$ cat src/rtl/seq_pattern_gen_pkg.sv
// Shared types and constants for the serial pattern generator.
package seq_gen_pkg;

  // Controller states; encodings are fixed so waveforms read the same across tools.
  typedef enum logic [1:0] {
    ST_IDLE  = 2'b00,
    ST_SHIFT = 2'b01,
    ST_GAP   = 2'b10,
    ST_DONE  = 2'b11
  } state_t;

  // Pattern recognised by the downstream "1010" detector; handy default for benches.
  localparam logic [3:0] DEF_PAT = 4'b1010;

endpackage

$ cat src/rtl/seq_pattern_gen_if.sv
// Handshake, configuration and serial output bundle of the pattern generator.
interface seq_pattern_gen_if #(
  parameter int PAT_W = 4,
  parameter int CNT_W = 8,
  parameter int GAP_W = 4
);

  logic             start;
  logic             abort;
  logic [PAT_W-1:0] pat_in;
  logic [CNT_W-1:0] rep_in;
  logic [GAP_W-1:0] gap_in;
  logic             x_out;
  logic             x_valid;
  logic             busy;
  logic             done;
  logic [CNT_W-1:0] pat_cnt;

  // Controlling logic side.
  modport master (
    output start, abort, pat_in, rep_in, gap_in,
    input  x_out, x_valid, busy, done, pat_cnt
  );

  // Generator side.
  modport slave (
    input  start, abort, pat_in, rep_in, gap_in,
    output x_out, x_valid, busy, done, pat_cnt
  );

endinterface

$ cat src/rtl/seq_pattern_gen_piso_shreg.sv
// Parallel-in serial-out shift register: parallel load, shift left, MSB out.
module piso_shreg #(
  parameter int PAT_W = 4
) (
  input  logic             clk,
  input  logic             rst,
  input  logic             load,
  input  logic [PAT_W-1:0] load_data,
  input  logic             shift_en,
  output logic             msb
);

  logic [PAT_W-1:0] data_q, data_d;

  // Load has priority over shift; zeros enter at the LSB.
  always_comb begin
    data_d = data_q;
    if (load) begin
      data_d = load_data;
    end else if (shift_en) begin
      data_d = {data_q[PAT_W-2:0], 1'b0};
    end
  end

  // Storage register.
  always_ff @(posedge clk) begin
    if (rst) begin
      data_q <= '0;
    end else begin
      data_q <= data_d;
    end
  end

  assign msb = data_q[PAT_W-1];

endmodule

$ cat src/rtl/seq_pattern_gen.sv
// Serial pattern transmitter: repeats a captured pattern MSB-first with optional zero gaps.
module seq_pattern_gen
  import seq_gen_pkg::*;
#(
  parameter int PAT_W = 4,
  parameter int CNT_W = 8,
  parameter int GAP_W = 4
) (
  input logic              clk,
  input logic              rst,
  seq_pattern_gen_if.slave bus
);

  localparam int IDX_W = $clog2(PAT_W);
  localparam logic [IDX_W-1:0] IDX_LAST = IDX_W'(PAT_W - 1);

  state_t           state_q, state_d;
  logic [PAT_W-1:0] pat_q, pat_d;
  logic [CNT_W-1:0] rep_left_q, rep_left_d;
  logic [GAP_W-1:0] gap_len_q, gap_len_d;
  logic [GAP_W-1:0] gap_cnt_q, gap_cnt_d;
  logic [IDX_W-1:0] bit_idx_q, bit_idx_d;
  logic [CNT_W-1:0] pat_cnt_q, pat_cnt_d;
  logic             x_out_q, x_out_d;
  logic             x_valid_q, x_valid_d;
  logic             busy_q, busy_d;
  logic             done_q, done_d;

  // Shift register holds the bits of the current repetition still to be presented;
  // the bit on x_out has already left it, so its MSB is always the next bit.
  logic             start_rep;
  logic [PAT_W-1:0] load_src;
  logic             sh_load;
  logic             sh_shift;
  logic             sh_msb;

  piso_shreg #(.PAT_W(PAT_W)) u_shreg (
    .clk       (clk),
    .rst       (rst),
    .load      (sh_load),
    .load_data ({load_src[PAT_W-2:0], 1'b0}),
    .shift_en  (sh_shift),
    .msb       (sh_msb)
  );

  // Next-state, counters and registered outputs; outputs default to the idle line.
  always_comb begin
    state_d    = state_q;
    pat_d      = pat_q;
    rep_left_d = rep_left_q;
    gap_len_d  = gap_len_q;
    gap_cnt_d  = gap_cnt_q;
    bit_idx_d  = bit_idx_q;
    pat_cnt_d  = pat_cnt_q;
    x_out_d    = 1'b0;
    x_valid_d  = 1'b0;
    busy_d     = 1'b0;
    done_d     = 1'b0;
    start_rep  = 1'b0;
    load_src   = pat_q;
    sh_load    = 1'b0;
    sh_shift   = 1'b0;

    case (state_q)
      ST_IDLE, ST_DONE: begin
        state_d = ST_IDLE;
        if (bus.start && !bus.abort) begin
          pat_d      = bus.pat_in;
          rep_left_d = bus.rep_in;
          gap_len_d  = bus.gap_in;
          pat_cnt_d  = '0;
          if (bus.rep_in == '0) begin
            state_d = ST_DONE;
            done_d  = 1'b1;
          end else begin
            load_src  = bus.pat_in;
            start_rep = 1'b1;
          end
        end
      end

      ST_SHIFT: begin
        if (bus.abort) begin
          state_d = ST_IDLE;
        end else if (bit_idx_q != '0) begin
          sh_shift  = 1'b1;
          x_out_d   = sh_msb;
          x_valid_d = 1'b1;
          busy_d    = 1'b1;
          bit_idx_d = bit_idx_q - IDX_W'(1);
        end else begin
          // Last bit of this repetition is on the line now.
          pat_cnt_d  = pat_cnt_q + CNT_W'(1);
          rep_left_d = rep_left_q - CNT_W'(1);
          if (rep_left_q == CNT_W'(1)) begin
            state_d = ST_DONE;
            done_d  = 1'b1;
          end else if (gap_len_q != '0) begin
            state_d   = ST_GAP;
            busy_d    = 1'b1;
            gap_cnt_d = gap_len_q;
          end else begin
            start_rep = 1'b1;
          end
        end
      end

      ST_GAP: begin
        if (bus.abort) begin
          state_d = ST_IDLE;
        end else if (gap_cnt_q == GAP_W'(1)) begin
          start_rep = 1'b1;
        end else begin
          gap_cnt_d = gap_cnt_q - GAP_W'(1);
          busy_d    = 1'b1;
        end
      end

      default: state_d = ST_IDLE;
    endcase

    // Begin a repetition: present its MSB next cycle and park the rest in the shifter.
    if (start_rep) begin
      state_d   = ST_SHIFT;
      sh_load   = 1'b1;
      x_out_d   = load_src[PAT_W-1];
      x_valid_d = 1'b1;
      busy_d    = 1'b1;
      bit_idx_d = IDX_LAST;
    end
  end

  // State, counters and output registers.
  always_ff @(posedge clk) begin
    if (rst) begin
      state_q    <= ST_IDLE;
      pat_q      <= '0;
      rep_left_q <= '0;
      gap_len_q  <= '0;
      gap_cnt_q  <= '0;
      bit_idx_q  <= '0;
      pat_cnt_q  <= '0;
      x_out_q    <= 1'b0;
      x_valid_q  <= 1'b0;
      busy_q     <= 1'b0;
      done_q     <= 1'b0;
    end else begin
      state_q    <= state_d;
      pat_q      <= pat_d;
      rep_left_q <= rep_left_d;
      gap_len_q  <= gap_len_d;
      gap_cnt_q  <= gap_cnt_d;
      bit_idx_q  <= bit_idx_d;
      pat_cnt_q  <= pat_cnt_d;
      x_out_q    <= x_out_d;
      x_valid_q  <= x_valid_d;
      busy_q     <= busy_d;
      done_q     <= done_d;
    end
  end

  assign bus.x_out   = x_out_q;
  assign bus.x_valid = x_valid_q;
  assign bus.busy    = busy_q;
  assign bus.done    = done_q;
  assign bus.pat_cnt = pat_cnt_q;

endmodule
$ cat src/flat_wrapper.sv
// flat-port wrapper written by rule: the top's interface ports become plain ports
module seq_pattern_gen_flat import seq_gen_pkg::*;
#(
  parameter int PAT_W = 4,
  parameter int CNT_W = 8,
  parameter int GAP_W = 4
)
  (clk, rst, bus_start, bus_abort, bus_pat_in, bus_rep_in, bus_gap_in, bus_x_out, bus_x_valid, bus_busy, bus_done, bus_pat_cnt);
  seq_pattern_gen_if #(.PAT_W(PAT_W), .CNT_W(CNT_W), .GAP_W(GAP_W)) bus_i ();
  input logic clk;
  input logic rst;
  input wire logic [$bits(bus_i.start)-1:0] bus_start;
  input wire logic [$bits(bus_i.abort)-1:0] bus_abort;
  input wire logic [$bits(bus_i.pat_in)-1:0] bus_pat_in;
  input wire logic [$bits(bus_i.rep_in)-1:0] bus_rep_in;
  input wire logic [$bits(bus_i.gap_in)-1:0] bus_gap_in;
  output wire logic [$bits(bus_i.x_out)-1:0] bus_x_out;
  output wire logic [$bits(bus_i.x_valid)-1:0] bus_x_valid;
  output wire logic [$bits(bus_i.busy)-1:0] bus_busy;
  output wire logic [$bits(bus_i.done)-1:0] bus_done;
  output wire logic [$bits(bus_i.pat_cnt)-1:0] bus_pat_cnt;
  assign bus_i.start = bus_start;
  assign bus_i.abort = bus_abort;
  assign bus_i.pat_in = bus_pat_in;
  assign bus_i.rep_in = bus_rep_in;
  assign bus_i.gap_in = bus_gap_in;
  assign bus_x_out = bus_i.x_out;
  assign bus_x_valid = bus_i.x_valid;
  assign bus_busy = bus_i.busy;
  assign bus_done = bus_i.done;
  assign bus_pat_cnt = bus_i.pat_cnt;
  seq_pattern_gen #(.PAT_W(PAT_W), .CNT_W(CNT_W), .GAP_W(GAP_W)) u_core (.clk(clk), .rst(rst), .bus(bus_i));
endmodule
$ cat config.mk
export PLATFORM = sky130hd
export DESIGN_NAME = seq_pattern_gen_flat
export DESIGN_NICKNAME = d
export VERILOG_FILES = /design/src/rtl/seq_pattern_gen_pkg.sv /design/src/rtl/seq_pattern_gen_if.sv /design/src/rtl/seq_pattern_gen_piso_shreg.sv /design/src/rtl/seq_pattern_gen.sv /design/src/flat_wrapper.sv
export SDC_FILE = /design/constraint.sdc
export NUM_CORES = 1
export LEC_CHECK = 0
export ABC_AREA = 1
export BUFFER_PORTS_ARGS = -buffer_cell sky130_fd_sc_hd__buf_2
export CAP_MARGIN = 15
export CORE_MARGIN = 2
export CORE_UTILIZATION = 60
export DETAILED_ROUTE_END_ITERATION = 16
export GPL_TIMING_DRIVEN = 1
export PLACE_DENSITY = 0.84
export SKIP_CTS_REPAIR_TIMING = 1
export SLEW_MARGIN = 20
export SYNTH_ARGS = -nofsm -noshare
export SYNTH_HDL_FRONTEND = slang
export SYNTH_SLANG_ARGS = --single-unit
$ cat constraint.sdc
create_clock -name clk -period 3.28 [get_ports clk]
set_input_delay 0.164 -clock clk [delete_from_list [all_inputs] [get_ports clk]]
set_output_delay 0.164 -clock clk [all_outputs]
set_load 0.01 [all_outputs]
# Word-level counts from Yosys, hierarchy flattened
# Cells that the tools add are included.
# op_classes
addsub	4
eq_ne	19
mux	65
reduce_logical	19
# ops
operator	n
8-bit two-way mux	6
4-bit two-way mux	11
8-bit one-hot mux with 2 select lines	2
1-bit two-way mux	30
2-bit two-way mux	11
2-bit inequality test (second input constant)	6
2-bit nonzero test	6
3-bit AND reduction	3
8-bit by 1-bit adder with 8-bit output (second input constant)	1
8-bit by 1-bit == test with 1-bit output (second input constant)	1
8-bit zero test	1
4-bit one-hot mux with 2 select lines	1
8-bit by 1-bit subtractor with 8-bit output (second input constant)	1
7-bit AND reduction	1
2-bit by 1-bit inequality test with 1-bit output (second input constant)	3
2-bit one-hot mux with 3 select lines	1
5-bit by 2-bit inequality test with 1-bit output (second input constant)	1
2-bit == test (second input constant)	2
4-bit by 1-bit == test with 1-bit output (second input constant)	1
4-bit by 2-bit inequality test with 1-bit output (second input constant)	1
4-bit by 3-bit inequality test with 1-bit output (second input constant)	1
1-bit one-hot mux with 2 select lines	2
4-bit AND reduction	1
4-bit nonzero test	1
other kinds (11)	12
# totals
regBits	39
inputBits	20
out_inout_bits	12
wordCells	120

# Depth between registers and ports, before layout
# Gate-level depths: netlist (run 1).
# depth
depth_word	8
depth_mapped	12
ltp_nobuf	12

# Modules after synthesis
# From an unflattened synthesis (run 1), not the netlist that was laid out.
# hier_totals
hier_cells	338
area_unflattened_um2	2243.4
# by_module_without_submodules
mod	instances	cells_each	area_each_um2	seq_area_each_um2
seq_pattern_gen	1	309	2055.7	720.7
piso_shreg	1	29	187.7	80.1

# Least setup slack after synthesis (run 1)
# No wires, ideal clock.
# synth_path
path_type	register to register
start	register u_core.state_q[0]
end	register u_core.pat_cnt_q[7] (netlist: u_core.bus.pat_cnt[7])
setup_ps	113
arrival_time_ps	1476
slack_ps	1691
stages_incl_launch_ff	10
synth_period_minus_slack_ps	1589
cell_sequence	dfxtp_1 > inv_1 > ha_1 > nand3_2 > a21oi_4 > nand2_2 > nor2_4 > nand3_1 > nor2_1 > nor2_1
# synth_via
elab_chain_len	4
word_cells_on_any_way	10
# synth_rtl
element	line	source
start: declaration	seq_pattern_gen.sv:17	state_t state_q, state_d;
start signal: assignment	seq_pattern_gen.sv:148	state_q <= state_d;
2-bit == test or 2-bit zero test (tied branches)	seq_pattern_gen.sv:64	case (state_q)
2-bit OR reduction	seq_pattern_gen.sv:64	
2-bit by 1-bit inequality test with 1-bit output (no line) or 2-bit nonzero test (tied branches)	--	
4-bit AND reduction (no line)	--	
end signal: assignment	seq_pattern_gen.sv:154	pat_cnt_q <= pat_cnt_d;
end: declaration	seq_pattern_gen.sv:23	logic [CNT_W-1:0] pat_cnt_q, pat_cnt_d;
# Several ways; a longest one is shown, not always the timed one.
# A chain may end at the register's enable or synchronous reset.

# Worst setup path after layout (run 1)
# Ends and elaborated chain as after synthesis.

==> results of run 1 <==
==> synthesized netlist by cell type, drive strengths merged <==
master,count,area [µm²]
nand2,73,279
nor2,43,176
dfxtp,39,781
inv,37,139
a21oi,33,176
o21ai,31,155
nand3,19,105
ha,8,100
clkbuf,6,22.5
a31oi,3,18.8
nor3,3,15.0
xor2,3,26.3
a211oi,2,15.0
buf,2,16.3
nand4,2,12.5
o211ai,2,15.0
xnor2,2,17.5
and2,1,6.26
and3,1,6.26
o211a,1,10.0
o21a,1,7.51
==> sequential cells by signal (all words and copies together), names as in the netlist <==
| signal | flops |
|---|---|
| u_core.bus.x_out | 1 |
| u_core.pat_q | 4 |
| u_core.bus.busy | 1 |
| u_core.state_q | 2 |
| u_core.bit_idx_q | 2 |
| u_core.rep_left_q | 8 |
| u_core.bus.pat_cnt | 8 |
| u_core.u_shreg.data_q | 3 |
| u_core.gap_len_q | 4 |
| u_core.bus.x_valid | 1 |
| u_core.gap_cnt_q | 4 |
| u_core.bus.done | 1 |
==> layer usage <==
metal | vias to the layer above | wire length, µm | track usage [%] | part of all wire, %
met5 | - | 0 | 0 | 0
met3 | 9 | 219 | 6.43 | 5.0
li1 | 1078 | - | - | -
met1 | 905 | 1980 | 30.4 | 45
met2 | 49 | 2130 | 41.1 | 48
met4 | 0 | 70 | 10.1 | 1.6
==> logic make-up after synthesis <==
| group | Yosys count | share of synthesized area [%] |
|---|---|---|
| AND/OR/NAND/NOR | 142 | 28.6 |
| AO/OA/AOI/OAI | 73 | 18.9 |
| buffers and inverters | 45 | 8.46 |
| flip-flops | 39 | 37.2 |
| adder cells (fa/ha/maj) | 8 | 4.76 |
| XOR/XNOR | 5 | 2.08 |
==> worst max-delay path: stages, from the launching register on <==
cell and delay [ns]:
dfxtp_1 0.37, inv_1 0.05, ha_1 0.33, nand3_2 0.30
a21oi_4 0.46, nand2_2 0.16, nor2_4 0.13, nand3_1 0.09
nand2_1 0.07, nand2_1 0.04, nor2_1 0.10
==> report_power, final <==
group / internal, mW / leakage (nW) / switching (mW)
combinational: 0.0782 / 0.705 / 0.139
sequential: 0.506 / 0.319 / 0.0187
clock: 0.0826 / 0.0282 / 0.161
==> layout make-up <==
cell class / instances / share of cell area (%)
Inverter: 37 / 5.95
Tap cell: 46 / 2.46
Timing Repair Buffer: 32 / 6.96
Multi-Input combinational cell: 228 / 48.9
Sequential cell: 39 / 33.4
Clock buffer: 6 / 1.77
Clock inverter: 2 / 0.536
==> stage by stage <==
step	setup slack (ns)	power, mW	utilization, %
floorplan	1.69	0.699	-
global placement	1.24	0.748	68.4
detailed placement	1.14	0.752	68.4
CTS	1.12	0.993	70.0
global route	0.898	1.05	70.0
finish	1.12	0.985	70.0
==> how the worst max path moves through the flow <==
stage / from / end / slack, ns
after CTS: u_core.state_q[0] / u_core.bus.pat_cnt[7] / 1.12
after floorplan: u_core.state_q[0] / u_core.bus.pat_cnt[7] / 1.69
after global routing: u_core.state_q[0] / u_core.bus.pat_cnt[7] / 0.90
after global placement: u_core.state_q[0] / u_core.bus.pat_cnt[4] / 1.24
after detailed placement: u_core.state_q[0] / u_core.bus.pat_cnt[7] / 1.14
final: u_core.state_q[0] / u_core.bus.pat_cnt[7] / 1.12
==> run metrics, run 1 <==
outcome=finished clean; most common cell after layout, fill and taps aside=nand2_1; Mapped Cells=312; crit path max fanout=16; TritonCTS clock tree=done; reg2reg setup slack=1.12 ns; Root Driver=clkbuf_4; Synth cell types=28; skew final=0.00756 ns; syn avg cell area=6.73 µm²; post-route insts no fill=390; Final setup viols=0; area growth from synthesis to layout=11.2%; share of post-route cells with drive strength above 1=14.8%; R2R Path End=u_core.bus.pat_cnt[7]; CP required=3.58 ns; leakage=1.05 nW; Peak Freq=0.462 GHz; Crit. End Element=flop; CP Class=flop to flop; FP Rows=21; Placement Cell Area=2280 µm²; Cells after DPL=382; post-synthesis instance area=2100 µm²; pwr/cell area=422 nW/µm²; Pre-antenna DRT Iters=4; Final min period=2.16 ns; Die Ht=63.2 µm; peak supply drop=305 µV; Hold Path Sink=u_core.gap_len_q[0]; startpoint type of the worst setup path=flop; Seq/Total Area, Yosys=37.2%; hold slack=0.0421 ns; CTS buffer count=5; post-route setup TNS=0 ns; # diodes=0; Final Instance Area=2340 µm²; grt ovf=0; fin crit share=66.0%; multi-input combinational cell area=1140 µm²; I/O Buffers=31; Worst-path clk slew=0.12 ns; total routed wirelength=4400 µm; Via density=5.23; DR WL/cell=11.3 µm; WP data arrival=2.46 ns; worst-margin pin slew=0.537 ns; DRC Markers=0; vias=2,041; clock sinks=39; clk buf depth=2; Skew-Pair Late Insertion Delay=0.36 ns; hold path startpoint=bus_gap_in[0]; ANT nets after route=0; number of global-route vias before repair=1,856; post-DP HPWL=3250 µm; Hold Path Class=primary input to flop; Die X=63.2 µm; WHS Path Cells=3; initial core utilization=63.0%; Reg2Reg Launch Point=u_core.state_q[0]; die area=3990 µm²; RSZ-0062 raised after global routing=no; fillers=320; syn nets=340; DRT iter0 DRCs=106; Syn. warnings=0; FF+latch area=781 µm²; R2R depth=10; final count of pins violating max slew=0; H-tree depth=2; initial antenna violation count=0; gr usage total=24.7%; largest net degree at the start of global routing=22; slew margin rel.=63.9%; Seq cells post-synth=39; final hold vios=0; NumNets Final=371; core area=3340 µm²; I/O pins=32; most frequent cells in the layout=71 x nand2_1, 41 x nor2_1, 39 x dfxtp_1; total of max-cap violations=0; GPL Wtd Cong=0.863; first-pass GRT wire length=7800 µm
(Power assumes the default switching activity.)
==> inputs of run 2 (changes only) <==
CORE_UTILIZATION = 56   (was 60)
PLACE_DENSITY = 0.79   (was 0.84)
clock period = 2.05 ns   (was 3.28 ns; I/O delays follow)
==> run 2 against run 1 <==
Against the previous run:
- wire length rose by 2.2%
- sequential share of layout area fell by 1.6 points
- largest power group unchanged
- clock skew barely moved
- maximum frequency rose by 19%
- largest cell class unchanged
==> run metrics, run 2 (synthesis gave the netlist of run 1 again) <==
FP Rows=22; die area=4260 µm²; DRC Markers=0; final worst slack=0.235 ns; number of global-route vias before repair=1,785; delay-heaviest family, CP=compound AO/OA/AOI/OAI gates; fillers=354; Die X=65.3 µm; routed length on met3=201 µm; Via density=5.11; Root Driver=clkbuf_8; Placement Cell Area=2310 µm²; Hold Path Class=primary input to flop; met2 WL post-DR=2100 µm; pwr/cell area=803 nW/µm²; TritonCTS clock tree=done; Crit. End Element=flop; Worst-path clk slew=0.08 ns; Hold Path Sink=u_core.gap_len_q[0]; CP Class=flop to flop; CP bufs+invs=2; final hold vios=0; initial core utilization=57.8%; total routed wirelength=4490 µm; Final min period=1.81 ns; Die Ht=65.3 µm; fin crit share=88.5%; post-route insts no fill=396; Pwr Total=1.97 mW; Pre-antenna DRT Iters=4; post-route setup TNS=0 ns; total of max-cap violations=0; Cells after DPL=388; worst-margin pin slew=0.550 ns; NumNets Final=375; leakage=1.11 nW; Post-Route M1 WL=2110 µm; H-tree depth=2; Levels on crit path=8; clk buf depth=2; startpoint type of the worst setup path=flop; RSZ-0062 raised after global routing=no; share of post-route cells with drive strength above 1=16.4%; post-place setup slack=0.207 ns; I/O Buffers=31; Reg2Reg Launch Point=u_core.state_q[0]; post-DP HPWL=3320 µm; Final Instance Area=2450 µm²; Peak Freq=0.551 GHz; CP Cell Sequence=inv_1 > ha_1 > nand3_2 > a21oi_4 > buf_4 > o21ai_0 > nand2_1 > a21oi_1; outcome=finished clean; crit path max fanout=12; final count of pins violating max slew=0; most frequent cells in the layout=71 x nand2_1, 40 x nor2_1, 39 x dfxtp_1; Final setup viols=0; reg2reg setup slack=0.24 ns; ANT nets after route=0; WHS Path Cells=3; crit-path max cell delay=0.37 ns; gr usage total=23.2%; DR WL/cell=11.3 µm; CTS buffer count=5; R2R Path End=u_core.rep_left_q[3]; GPL Wtd Cong=0.930; grt ovf=0; WP data arrival=1.99 ns; skew final=0.00710 ns; # diodes=0; Skew-Pair Late Insertion Delay=0.29 ns; area growth from synthesis to layout=16.8%; I/O pins=32; slew margin rel.=63.0%; clock sinks=39; core area=3630 µm²; peak supply drop=422 µV; largest net degree at the start of global routing=22; initial antenna violation count=0; R2R depth=8; hold path startpoint=bus_gap_in[0]; DR top layer=met4; first-pass GRT wire length=7680 µm; vias=2,025; DRT iter0 DRCs=128; CP max-delay cell=dfxtp_1; most common cell after layout, fill and taps aside=nand2_1; CP required=2.22 ns
[run 2: metal layers]
layer	track usage [%]	vias to the layer above
met3	5.82	8
met1	29.9	894
met5	0	-
met2	37.2	39
li1	-	1084
met4	8.85	0
[run 2: worst reg2reg max path: cells and delay by family, from the launching register on]
family / cells / cell delay (ns)
and+or+nand+nor: 2 / 0.29
adders and majority gates: 1 / 0.34
buffers and inverters: 2 / 0.26
DFF: 1 / 0.37
AOI/OAI and AO/OA: 3 / 0.44
[run 2: through the flow]
| stage | hold WS [ns] | util, % |
|---|---|---|
| after CTS | 0.0502 | 67.5 |
| after floorplan | 0.246 | - |
| after global routing | 0.0551 | 67.5 |
| after detailed placement | 0.366 | 63.7 |
| final | 0.0586 | 67.5 |
| after global placement | 0.363 | 63.7 |
[run 2: worst max-delay path by stage]
| stage | start | to | slack (ns) |
|---|---|---|---|
| after global placement | u_core.state_q[0] | u_core.bus.x_out | 0.28 |
| after floorplan | u_core.state_q[0] | u_core.bus.pat_cnt[7] | 0.46 |
| after global routing | u_core.state_q[0] | u_core.u_shreg.data_q[1] | 0.07 |
| after CTS | u_core.state_q[0] | u_core.bus.x_out | 0.19 |
| final | u_core.state_q[0] | u_core.rep_left_q[3] | 0.24 |
| after detailed placement | u_core.state_q[0] | u_core.bus.x_out | 0.21 |
[run 2: final cells by class]
type / instances / area [µm²] / area share, %
clock buffer: 5 / 68.8 / 2.80
clock inverter: 3 / 67.6 / 2.75
inverter: 37 / 139 / 5.66
multi-input combinational: 228 / 1140 / 46.7
sequential: 39 / 781 / 31.8
tap: 48 / 60.1 / 2.45
timing repair buffer: 36 / 193 / 7.85
[run 2: where the power goes]
part | switching (mW) | leakage, nW | internal (mW)
sequential | 0.0308 | 0.319 | 0.809
combinational | 0.226 | 0.723 | 0.137
clock | 0.282 | 0.0644 | 0.485
